File: src/rtl/nexys_starship_pkg.sv
// Shared types and constants for the starship repair arbiter.
// Also holds TIMEOUT_TICKS, which only matters when REPAIR_TIMEOUT_EN is defined.
package nexys_starship_pkg;

    typedef enum logic [1:0] {
        IDLE  = 2'd0,
        LOAD  = 2'd1,
        WAIT  = 2'd2,
        CHECK = 2'd3
    } arb_state_t;

    localparam logic [1:0] TOP   = 2'd0;
    localparam logic [1:0] BTM   = 2'd1;
    localparam logic [1:0] LEFT  = 2'd2;
    localparam logic [1:0] RIGHT = 2'd3;

    localparam int TIMEOUT_TICKS = 8;
    localparam int TICK_W        = $clog2(TIMEOUT_TICKS + 1);

    function automatic logic [3:0] station_onehot(input logic [1:0] idx);
        station_onehot = 4'b0001 << idx;
    endfunction

endpackage

File: src/rtl/nexys_starship_rr_picker.sv
// Round-robin station picker: first requesting station after 'last', wrapping 3->0.
// 'last' itself is the lowest-priority candidate.
module nexys_starship_rr_picker
    import nexys_starship_pkg::*;
(
    input  logic [3:0] req,
    input  logic [1:0] last,
    output logic [1:0] idx,
    output logic       valid
);

    // Walk from the farthest offset down so the nearest requester wins.
    always_comb begin
        idx   = last;
        valid = 1'b0;
        for (int i = 4; i >= 1; i--) begin
            if (req[last + 2'(i)]) begin
                idx   = last + 2'(i);
                valid = 1'b1;
            end
        end
    end

endmodule

File: src/rtl/nexys_starship_repair_arb.sv
// Repair arbiter: grants the keypad/SSD to one broken station at a time, checks the combo.
// Define REPAIR_TIMEOUT_EN to release a grant after TIMEOUT_TICKS timer ticks in WAIT.
module nexys_starship_repair_arb
    import nexys_starship_pkg::*;
(
    input  logic       board_clk,
    input  logic       Reset,
    input  logic       play_flag,
    input  logic       gameover_ctrl,
    input  logic [3:0] broken,
    input  logic [3:0] random_hex,
    input  logic [3:0] hex_combo,
    input  logic       submit_pulse,
    input  logic       timer_tick,
    output logic [3:0] grant,
    output logic [3:0] challenge,
    output logic [3:0] repair_done,
    output logic       wrong_pulse,
    output logic       repair_timeout
);

    arb_state_t state_reg;
    logic [1:0] sel_reg;
    logic [1:0] last_served_reg;
    logic [3:0] grant_reg;
    logic [3:0] challenge_reg;
    logic [3:0] combo_reg;
    logic [3:0] repair_done_reg;
    logic       wrong_pulse_reg;
    logic [1:0] pick_idx;
    logic       pick_valid;
    logic       timeout_hit;

    nexys_starship_rr_picker u_picker (
        .req   (broken),
        .last  (last_served_reg),
        .idx   (pick_idx),
        .valid (pick_valid)
    );

`ifdef REPAIR_TIMEOUT_EN
    logic [TICK_W-1:0] tick_count_reg;
    logic              timeout_reg;

    // Outside WAIT the count sits at zero, so every entry into WAIT starts fresh.
    always_ff @(posedge board_clk or posedge Reset) begin
        if (Reset)
            tick_count_reg <= '0;
        else if (state_reg != WAIT)
            tick_count_reg <= '0;
        else if (timer_tick)
            tick_count_reg <= tick_count_reg + 1'b1;
    end

    assign timeout_hit    = (state_reg == WAIT) && timer_tick &&
                            (tick_count_reg == TICK_W'(TIMEOUT_TICKS - 1));
    assign repair_timeout = timeout_reg;
`else
    logic unused_tick;
    assign unused_tick    = timer_tick;
    assign timeout_hit    = 1'b0;
    assign repair_timeout = 1'b0;
`endif

    always_ff @(posedge board_clk or posedge Reset) begin
        if (Reset) begin
            state_reg       <= IDLE;
            sel_reg         <= TOP;
            last_served_reg <= RIGHT;
            grant_reg       <= '0;
            challenge_reg   <= '0;
            combo_reg       <= '0;
            repair_done_reg <= '0;
            wrong_pulse_reg <= 1'b0;
`ifdef REPAIR_TIMEOUT_EN
            timeout_reg     <= 1'b0;
`endif
        end else begin
            repair_done_reg <= '0;
            wrong_pulse_reg <= 1'b0;
`ifdef REPAIR_TIMEOUT_EN
            timeout_reg     <= 1'b0;
`endif
            if (gameover_ctrl || !play_flag) begin
                state_reg <= IDLE;
                grant_reg <= '0;
            end else begin
                case (state_reg)
                    IDLE: begin
                        if (pick_valid) begin
                            sel_reg   <= pick_idx;
                            state_reg <= LOAD;
                        end
                    end
                    LOAD: begin
                        grant_reg     <= station_onehot(sel_reg);
                        challenge_reg <= random_hex;
                        state_reg     <= WAIT;
                    end
                    WAIT: begin
                        if (!broken[sel_reg]) begin
                            last_served_reg <= sel_reg;
                            grant_reg       <= '0;
                            state_reg       <= IDLE;
                        end else if (submit_pulse) begin
                            combo_reg <= hex_combo;
                            state_reg <= CHECK;
                        end else if (timeout_hit) begin
                            last_served_reg <= sel_reg;
                            grant_reg       <= '0;
                            state_reg       <= IDLE;
`ifdef REPAIR_TIMEOUT_EN
                            timeout_reg     <= 1'b1;
`endif
                        end
                    end
                    CHECK: begin
                        if (!broken[sel_reg]) begin
                            last_served_reg <= sel_reg;
                            grant_reg       <= '0;
                            state_reg       <= IDLE;
                        end else if (combo_reg == challenge_reg) begin
                            repair_done_reg <= grant_reg;
                            last_served_reg <= sel_reg;
                            grant_reg       <= '0;
                            state_reg       <= IDLE;
                        end else begin
                            wrong_pulse_reg <= 1'b1;
                            state_reg       <= WAIT;
                        end
                    end
                    default: state_reg <= IDLE;
                endcase
            end
        end
    end

    assign grant       = grant_reg;
    assign challenge   = challenge_reg;
    assign repair_done = repair_done_reg;
    assign wrong_pulse = wrong_pulse_reg;

endmodule

File: config.mk
export PLATFORM = sky130hd
export DESIGN_NAME = nexys_starship_repair_arb
export DESIGN_NICKNAME = d
export VERILOG_FILES = /design/src/rtl/nexys_starship_pkg.sv /design/src/rtl/nexys_starship_rr_picker.sv /design/src/rtl/nexys_starship_repair_arb.sv
export SDC_FILE = /design/constraint.sdc
export NUM_CORES = 1
export LEC_CHECK = 0
export BUFFER_PORTS_ARGS = -buffer_cell sky130_fd_sc_hd__buf_2
export CAP_MARGIN = 25
export CORE_UTILIZATION = 46
export DETAILED_ROUTE_END_ITERATION = 7
export HOLD_SLACK_MARGIN = 0.02
export PLACE_DENSITY = 0.71
export SYNTH_ARGS = -nofsm -noshare
export SYNTH_HDL_FRONTEND = slang
export SYNTH_HIERARCHICAL = 1
export SYNTH_SLANG_ARGS = --single-unit
File: constraint.sdc
create_clock -name board_clk -period 1.8 [get_ports board_clk]
set_input_delay 0.09 -clock board_clk [delete_from_list [all_inputs] [get_ports board_clk]]
set_output_delay 0.09 -clock board_clk [all_outputs]
set_load 0.02 [all_outputs]
==> results of run 1 <==
[where the power goes]
group          switching (mW)  internal [mW]
Sequential             0.0773          0.594
Combinational           0.209          0.207
Clock                   0.153         0.0831
Total                   0.440          0.884
[metal layers]
layer | vias up | routed length, um | GRT usage, %
li1 | 465 | - | -
met1 | 444 | 1050 | 24.1
met2 | 25 | 1190 | 32.7
met3 | 5 | 83 | 3.45
met4 | 0 | 41 | 7.89
met5 | - | 0 | 0
[critical path, cell delays in order (launching register included)]
cell,delay [ns]
dfrtp_1,0.39
mux4_2,0.58
buf_4,0.18
o22a_2,0.25
mux2_1,0.31
[synth_stat cells, types with 2 or more instances]
master	instances	area share, %
inv_1	14	4.3
nor3_1	5	2.1
xnor2_1	4	2.9
dfrtp_1	21	43
ha_1	5	5.2
nand2_1	2	0.62
a21oi_1	5	2.1
nand4_1	2	1.0
o21ai_0	2	0.83
mux2_1	3	2.8
o32ai_1	4	2.9
nor2_1	2	0.62
dfstp_2	2	4.3
mux2_2	10	9.3
nand3_1	5	2.1
[worst min path at each step]
stage | slack (ns) | from | endpoint | cells after the start
floorplan | 0.09 | Reset | challenge[0] | 1
global placement | 0.14 | Reset | wrong_pulse | 3
detailed placement | 0.15 | Reset | challenge[3] | 3
CTS | 0.21 | broken[1] | sel_reg[0] | 3
global route | 0.21 | broken[1] | sel_reg[0] | 3
finish | 0.21 | broken[2] | sel_reg[1] | 4
[cells by family (layout without fill, tap and decap cells)]
group / after synthesis / count (layout) / share of synthesized area (%)
xor+xnor: 4 / 4 / 2.90
mux: 15 / 15 / 14.8
simple gates: 23 / 23 / 10.9
other cells: 1 / 1 / 0.310
buf+inv: 16 / 60 / 5.38
fa+ha+maj: 5 / 5 / 5.18
flops: 23 / 23 / 47.8
compound gates: 19 / 19 / 12.7
[stage by stage]
stage | hold slack [ns] | std cells | utilization, % | power, mW | setup slack (ns)
2_1_floorplan | 0.0904 | 106 | - | 0.927 | 0.0795
5_1_grt | 0.212 | 180 | 61.6 | 1.41 | 0.000690
6_report | 0.208 | 180 | 61.6 | 1.32 | 0.0398
3_3_place_gp | 0.138 | 166 | 56.6 | 1.05 | 0.0774
3_5_place_dp | 0.152 | 166 | 56.6 | 1.07 | 0.0371
4_1_cts | 0.206 | 179 | 61.3 | 1.32 | 0.0196
[what timing repair did]
| action | in CTS | in global routing |
|---|---|---|
| hold endpoints to repair | 29 | 0 |
| hold buffers | 9 | 0 |
| buffers inserted | 0 | 1 |
| setup endpoints to repair | 0 | 1 |
[area by class of cell]
class,instances,area [um2]
Timing Repair Buffer,42,265
Inverter,14,52.6
Clock inverter,1,5.00
Sequential cell,23,578
Multi-Input combinational cell,67,566
Tap cell,30,37.5
Fill cell,226,951
Clock buffer,3,22.5
[cell usage in the layout, fill, tap and decap left out, drive strengths merged, types with 2 or more instances in the layout]
master       instances
buf                 33
nor2                 2
xnor2                4
nand2                2
dlygate4sd3          9
nand4                2
o21ai                3
mux2                13
nor3                 5
ha                   5
inv                 14
clkbuf               3
dfstp                2
dfrtp               21
nand3                5
o32ai                4
a21oi                5
==> impl_metrics.py, run 1 <==
metrics = {
    "routing": {
        "wl_mm": 2.36,
        "vias_per_cell": 5.22,
        "detail_route.wl_per_cell_um": 13.1,
        "vias": 939,
        "drtAntennaViolNets": 0,
        "drc": 0,
        "drtIter0Drc": 19,
        "drt-pass1-iter-count": 4,
    },
    "die": {
        "start_util_pct": 48.8,
        "fp-row-count": 18,
        "dieArea_um2": 2840,
        "die_x_um": 53.3,
        "die_y_um": 53.3,
        "core_um2": 2480,
        "io_pins": 32,
    },
    "logic_synthesis": {
        "ys.flop_type": "dfrtp_1",
        "synth_enable_flop_cells": 0,
        "ys_seq_area_share_pct": 47.8,
        "yosys_warnings": 6,
        "syn_inst": 106,
        "ys_types": 35,
        "async_reset_ff_share_pct": 100,
        "synth_area_um2": 1210,
        "ys_ff_latch": 23,
        "syn_avg_cell_area_um2": 11.4,
        "syn-num-nets": 129,
    },
    "worst_setup_path": {
        "cp.arrival_ns": 2.02,
        "startpoint": "sel_reg[0]",
        "r2r_start": "sel_reg[0]",
        "required_ns": 2.06,
        "crit_type": "flop to flop",
        "r2r_end": "last_served_reg[1]",
        "crit_path_end": "last_served_reg[1]",
        "setup.worst_path.end_class": "flop",
        "rrSetupSlack_ns": 0.04,
        "critPathLaunchType": "flop",
        "crit_fanout": 6,
        "worst-r2r-cell-count": 4,
    },
    "place": {
        "place_congestion": 0.764,
        "place_area_um2": 1400,
        "port_buffers": 29,
        "hpwl_mm": 1.70,
    },
    "sta": {
        "rsz0062_at_grt": "no",
        "layout_min_cycle_time_ns": 1.76,
        "setup_tns_ns": 0,
        "fin_worst_skew_ns": 0.00694,
        "hold_violations": 0,
        "finalCritPeriodShare_pct": 97.8,
        "setup_violations": 0,
        "max_freq_ghz": 0.568,
        "maxSlewViolCount": 0,
    },
    "cells_and_area": {
        "syn_to_final_growth_pct": 26.3,
        "design_area_um2": 1530,
        "drive_above_1_share_pct": 36.7,
        "final_nets": 174,
        "antenna_cells": 0,
    },
    "clocking": {
        "cts_sinks": 23,
        "clk_pin_slew_ns": 0.13,
        "cts_tree": "done",
        "cts_buffer_depth": 2,
        "cts_max_level": 1,
        "clock_latency_ns": 0.31,
        "cts_root_buf": "clkbuf_4",
        "cts_made_buffers": 3,
        "post_cts_resized": 0,
    },
    "grt": {
        "antenna_found_initial": 0,
        "overflow": 0,
        "grt_max_degree": 24,
        "track_usage_pct": 19.4,
        "grt_pass1_wl_mm": 3.88,
        "grt_pass1_vias": 898,
    },
    "hold_path": {
        "hold_path.class": "primary input to flop",
    },
    "status": {
        "outcome": "complete, no violations",
    },
    "run": {
        "cap_violations": 0,
    },
    "power": {
        "ir_drop_v": 0.000439,
        "powerDensity_nw_per_um2": 867,
        "p_leak_nw": 0.731,
    },
}
Power figures use the tool's default switching activity.
==> run 2, diff against run 1 <==
- REMOVE_ABC_BUFFERS: default -> 1
==> impl_metrics.py, run 2 (synthesized netlist as in run 1, its figures left out) <==
metrics = {
    "status": {
        "outcome": "complete, no violations",
    },
    "routing": {
        "drtIter0Drc": 8,
        "vias_per_cell": 5.30,
        "wl_mm": 2.39,
        "drc": 0,
        "detail_route.wl_per_cell_um": 13.2,
        "vias": 960,
        "drtAntennaViolNets": 0,
        "drt-pass1-iter-count": 4,
    },
    "worst_setup_path": {
        "rrSetupSlack_ns": 0.07,
        "cp.arrival_ns": 1.98,
        "critPathLaunchType": "flop",
        "required_ns": 2.05,
        "setup.worst_path.end_class": "flop",
        "worst-r2r-cell-count": 4,
        "startpoint": "sel_reg[0]",
        "r2r_end": "state_reg[1]",
        "r2r_start": "sel_reg[0]",
        "crit_type": "flop to flop",
        "crit_fanout": 7,
    },
    "die": {
        "dieArea_um2": 2840,
        "core_um2": 2480,
        "io_pins": 32,
        "die_x_um": 53.3,
        "start_util_pct": 48.8,
        "fp-row-count": 18,
        "die_y_um": 53.3,
    },
    "power": {
        "p_comb_share_pct": 31.8,
        "finalPower_mw": 1.32,
        "p_leak_nw": 0.745,
        "p_clk_share_pct": 17.7,
        "p_int_mw": 0.886,
        "ir_drop_v": 0.000513,
        "switchingPower_mw": 0.437,
        "p_sw_share_pct": 33.0,
        "p_seq_share_pct": 50.5,
        "powerDensity_nw_per_um2": 858,
    },
    "sta": {
        "hold_violations": 0,
        "finalCritPeriodShare_pct": 96.0,
        "holdWs_ns": 0.209,
        "max_freq_ghz": 0.579,
        "maxSlewViolCount": 0,
        "layout_min_cycle_time_ns": 1.73,
        "rsz0062_at_grt": "yes",
        "fin_worst_skew_ns": 0.00179,
        "setup_violations": 0,
    },
    "clocking": {
        "cts_made_buffers": 3,
        "cts_buffer_depth": 2,
        "clock_latency_ns": 0.31,
        "cts_max_level": 1,
        "cts_root_buf": "clkbuf_4",
        "cts_sinks": 23,
        "cts_tree": "done",
        "clk_pin_slew_ns": 0.12,
    },
    "place": {
        "place_congestion": 0.792,
        "port_buffers": 29,
        "hpwl_mm": 1.79,
        "place_area_um2": 1400,
    },
    "cells_and_area": {
        "syn_to_final_growth_pct": 27.5,
        "drive_above_1_share_pct": 38.4,
        "final_util_pct": 62.2,
        "layout_common_cells": "29 x buf_2, 21 x dfrtp_1, 14 x inv_1",
        "final_nets": 175,
        "layout.cells.most_common": "buf_2",
        "antenna_cells": 0,
        "fillerInstances": 212,
        "design_area_um2": 1540,
    },
    "grt": {
        "antenna_found_initial": 0,
        "grt_pass1_wl_mm": 3.98,
        "grt_max_degree": 24,
        "overflow": 0,
        "grt_pass1_vias": 919,
        "track_usage_pct": 20.2,
    },
    "run": {
        "cap_violations": 0,
    },
    "hold_path": {
        "worstHoldEndpoint": "sel_reg[0]",
        "min_path_cells": 3,
        "hold_path.class": "primary input to flop",
        "worstHoldStart": "broken[1]",
    },
}
[run 2: cell count changes in the layout (fill, tap and decap cells not counted), sizes merged]
cell  delta
buf      +1
[run 2: area by class of cell]
| class | instances | area, um2 | area share, % |
|---|---|---|---|
| Sequential cell | 23 | 578 | 37.5 |
| Tap cell | 30 | 37.5 | 2.44 |
| Timing Repair Buffer | 43 | 273 | 17.7 |
| Clock inverter | 1 | 5.00 | 0.325 |
| Multi-Input combinational cell | 67 | 573 | 37.2 |
| Inverter | 14 | 52.6 | 3.41 |
| Clock buffer | 3 | 22.5 | 1.46 |
[run 2: worst max path at each step]
stage / to / slack (ns)
detailed placement: state_reg[1] / 0.04
global route: state_reg[0] / -0.03
global placement: state_reg[1] / 0.09
floorplan: state_reg[1] / 0.08
finish: state_reg[1] / 0.07
CTS: state_reg[1] / 0.001
[run 2: metal layers]
metal / vias to the layer above / track usage [%] / share of wire, %
met1: 453 / 25.3 / 43
met4: 0 / 11.4 / 2.4
met2: 28 / 32.5 / 51
li1: 473 / - / -
met5: - / 0 / 0
met3: 6 / 3.45 / 3.3
[run 2: critical path, cell delays in order (launching register included)]
cell and delay, ns:
dfrtp_1 0.39, mux4_2 0.60, a32oi_2 0.30, mux2_4 0.33, o21ai_2 0.05
[run 2: timing repair]
action | in CTS | in global routing
hold buffers | 8 | 1
buffers inserted | 0 | 2
resized for setup | 0 | 2
endpoints found under the setup margin | 0 | 1
hold endpoints to repair | 28 | 1
[run 2: metrics by stage]
| stage | TNS, ns | setup slack [ns] | instances |
|---|---|---|---|
| after floorplan | 0 | 0.0795 | 104 |
| after global placement | 0 | 0.0892 | 166 |
| after detailed placement | 0 | 0.0354 | 166 |
| after CTS | 0 | 0.00115 | 178 |
| after global routing | -0.0530 | -0.0277 | 181 |
| final | 0 | 0.0714 | 181 |
[run 2: power groups by stage]
stage	sequential [mW]	combinational [mW]	clock, mW
final	0.668	0.421	0.233
after global routing	0.686	0.465	0.274
after CTS	0.671	0.404	0.244
after detailed placement	0.682	0.388	0
after global placement	0.673	0.375	0
after floorplan	0.704	0.220	0
==> run 3, diff against run 2 <==
- PLACE_DENSITY: 0.71 -> 0.83
==> impl_metrics.py, run 3 (synthesized netlist as in run 1, its figures left out) <==
metrics = {
    "die": {
        "die_y_um": 53.3,
        "start_util_pct": 48.8,
        "io_pins": 32,
        "fp-row-count": 18,
        "dieArea_um2": 2840,
        "die_x_um": 53.3,
        "core_um2": 2480,
    },
    "worst_setup_path": {
        "crit_fanout": 8,
        "critPathMaxStageDelay_ns": 0.60,
        "cp.arrival_ns": 1.99,
        "slowest_stage": "mux4_2",
        "required_ns": 2.06,
        "path_cells": "mux4_2 > a32oi_2 > mux2_4 > o21ai_2",
        "critPathLaunchType": "flop",
        "cp_top_family": "multiplexers",
        "setup.worst_path.end_class": "flop",
        "critPathBufInv": 0,
        "crit_type": "flop to flop",
    },
    "cells_and_area": {
        "syn_to_final_growth_pct": 26.0,
        "drive_above_1_share_pct": 37.6,
        "layout_common_cells": "29 x buf_2, 21 x dfrtp_1, 14 x inv_1",
        "antenna_cells": 0,
        "fillerInstances": 212,
        "layout.cells.most_common": "buf_2",
        "final_nets": 173,
    },
    "grt": {
        "track_usage_pct": 19.9,
        "grt_max_degree": 24,
        "antenna_found_initial": 0,
        "grt_pass1_wl_mm": 3.91,
        "grt_pass1_vias": 930,
        "overflow": 0,
    },
    "sta": {
        "layout_min_cycle_time_ns": 1.72,
        "relSlewSlack_pct": 43.8,
        "maxSlewViolCount": 0,
        "finalCritPeriodShare_pct": 95.8,
        "max_freq_ghz": 0.580,
        "fin_worst_skew_ns": 0.00354,
        "setup_violations": 0,
        "worst_pin_slew_ns": 0.843,
        "rsz0062_at_grt": "no",
        "holdWs_ns": 0.0263,
        "setup_tns_ns": 0,
        "hold_violations": 0,
    },
    "power": {
        "p_sw_share_pct": 33.6,
        "p_comb_share_pct": 31.6,
        "p_clk_share_pct": 18.1,
        "finalPower_mw": 1.34,
        "switchingPower_mw": 0.449,
        "p_int_mw": 0.887,
        "p_leak_nw": 0.733,
        "powerDensity_nw_per_um2": 877,
        "ir_drop_v": 0.000529,
        "p_seq_share_pct": 50.3,
    },
    "routing": {
        "drt-pass1-iter-count": 4,
        "drtIter0Drc": 24,
        "vias_per_cell": 5.40,
        "drc": 0,
        "vias": 967,
        "detail_route.wl_per_cell_um": 14.0,
        "drtAntennaViolNets": 0,
        "wl_mm": 2.51,
    },
    "clocking": {
        "cts_max_level": 1,
        "cts_root_buf": "clkbuf_4",
        "cts_buffer_depth": 2,
        "cts_tree": "done",
        "clock_latency_ns": 0.32,
        "cts_made_buffers": 3,
        "cts_sinks": 23,
        "clk_pin_slew_ns": 0.12,
    },
    "run": {
        "cap_violations": 0,
    },
    "place": {
        "place_congestion": 0.722,
        "port_buffers": 29,
        "hpwl_mm": 1.90,
    },
    "hold_path": {
        "hold_path.class": "primary input to flop",
    },
    "status": {
        "outcome": "complete, no violations",
    },
}
==> run 3: changes by cell type in the layout (fill, tap and decap cells not counted), sizes merged <==
cell,before,now
clkbuf,3,4
buf,34,33
clkinv,1,0
dlygate4sd3,9,8
==> run 3: area by class of cell <==
class | count | area (um2) | area share, %
tap | 30 | 37.5 | 2.47
timing repair buffer | 41 | 255 | 16.8
sequential | 23 | 578 | 38.0
clock buffer | 4 | 26.3 | 1.73
inverter | 14 | 52.6 | 3.45
multi-input combinational | 67 | 573 | 37.6
==> run 3: power by group through the flow <==
stage               clock network, mW  registers (mW)  logic [mW]
global placement                    0           0.672       0.367
CTS                             0.242           0.674       0.405
finish                          0.242           0.672       0.422
detailed placement                  0           0.685       0.390
global route                    0.266           0.683       0.454
floorplan                           0           0.704       0.220
==> run 3: final timing paths <==
path	startpoint	to	slack, ns	cells past startpoint
min reg2reg	grant[2]	grant[2]	0.55	2
min	random_hex[0]	challenge[0]	0.03	2
max in group asynchronous	Reset	grant[3]	0.81	3
max reg2reg	sel_reg[0]	state_reg[1]	0.08	4
min in group asynchronous	Reset	wrong_pulse	0.47	3
max	sel_reg[0]	state_reg[1]	0.08	4
==> run 3: through the flow <==
step | util [%] | std cells | instance area [um2] | worst slack (ns)
4_1_cts | 60.6 | 177 | 1500 | 0.00170
6_report | 61.5 | 179 | 1520 | 0.0758
3_5_place_dp | 56.3 | 165 | 1390 | 0.0229
5_1_grt | 61.5 | 179 | 1520 | 0.0197
2_1_floorplan | - | 104 | 1200 | 0.0795
3_3_place_gp | 56.3 | 165 | 1390 | 0.0931
==> run 3: timing repair <==
item,in CTS,in global routing
endpoints found under the setup margin,0,1
hold buffers,8,0
buffers inserted,0,2
resized for setup,0,2
hold endpoints to repair,28,0
==> run 3: routing by layer <==
metal,vias to the layer above,part of all wire (%),global-route usage (%)
met5,-,0,0
met4,0,2.5,9.65
met3,7,3.7,3.74
met2,25,52,36.3
met1,475,42,21.5
li1,460,-,-
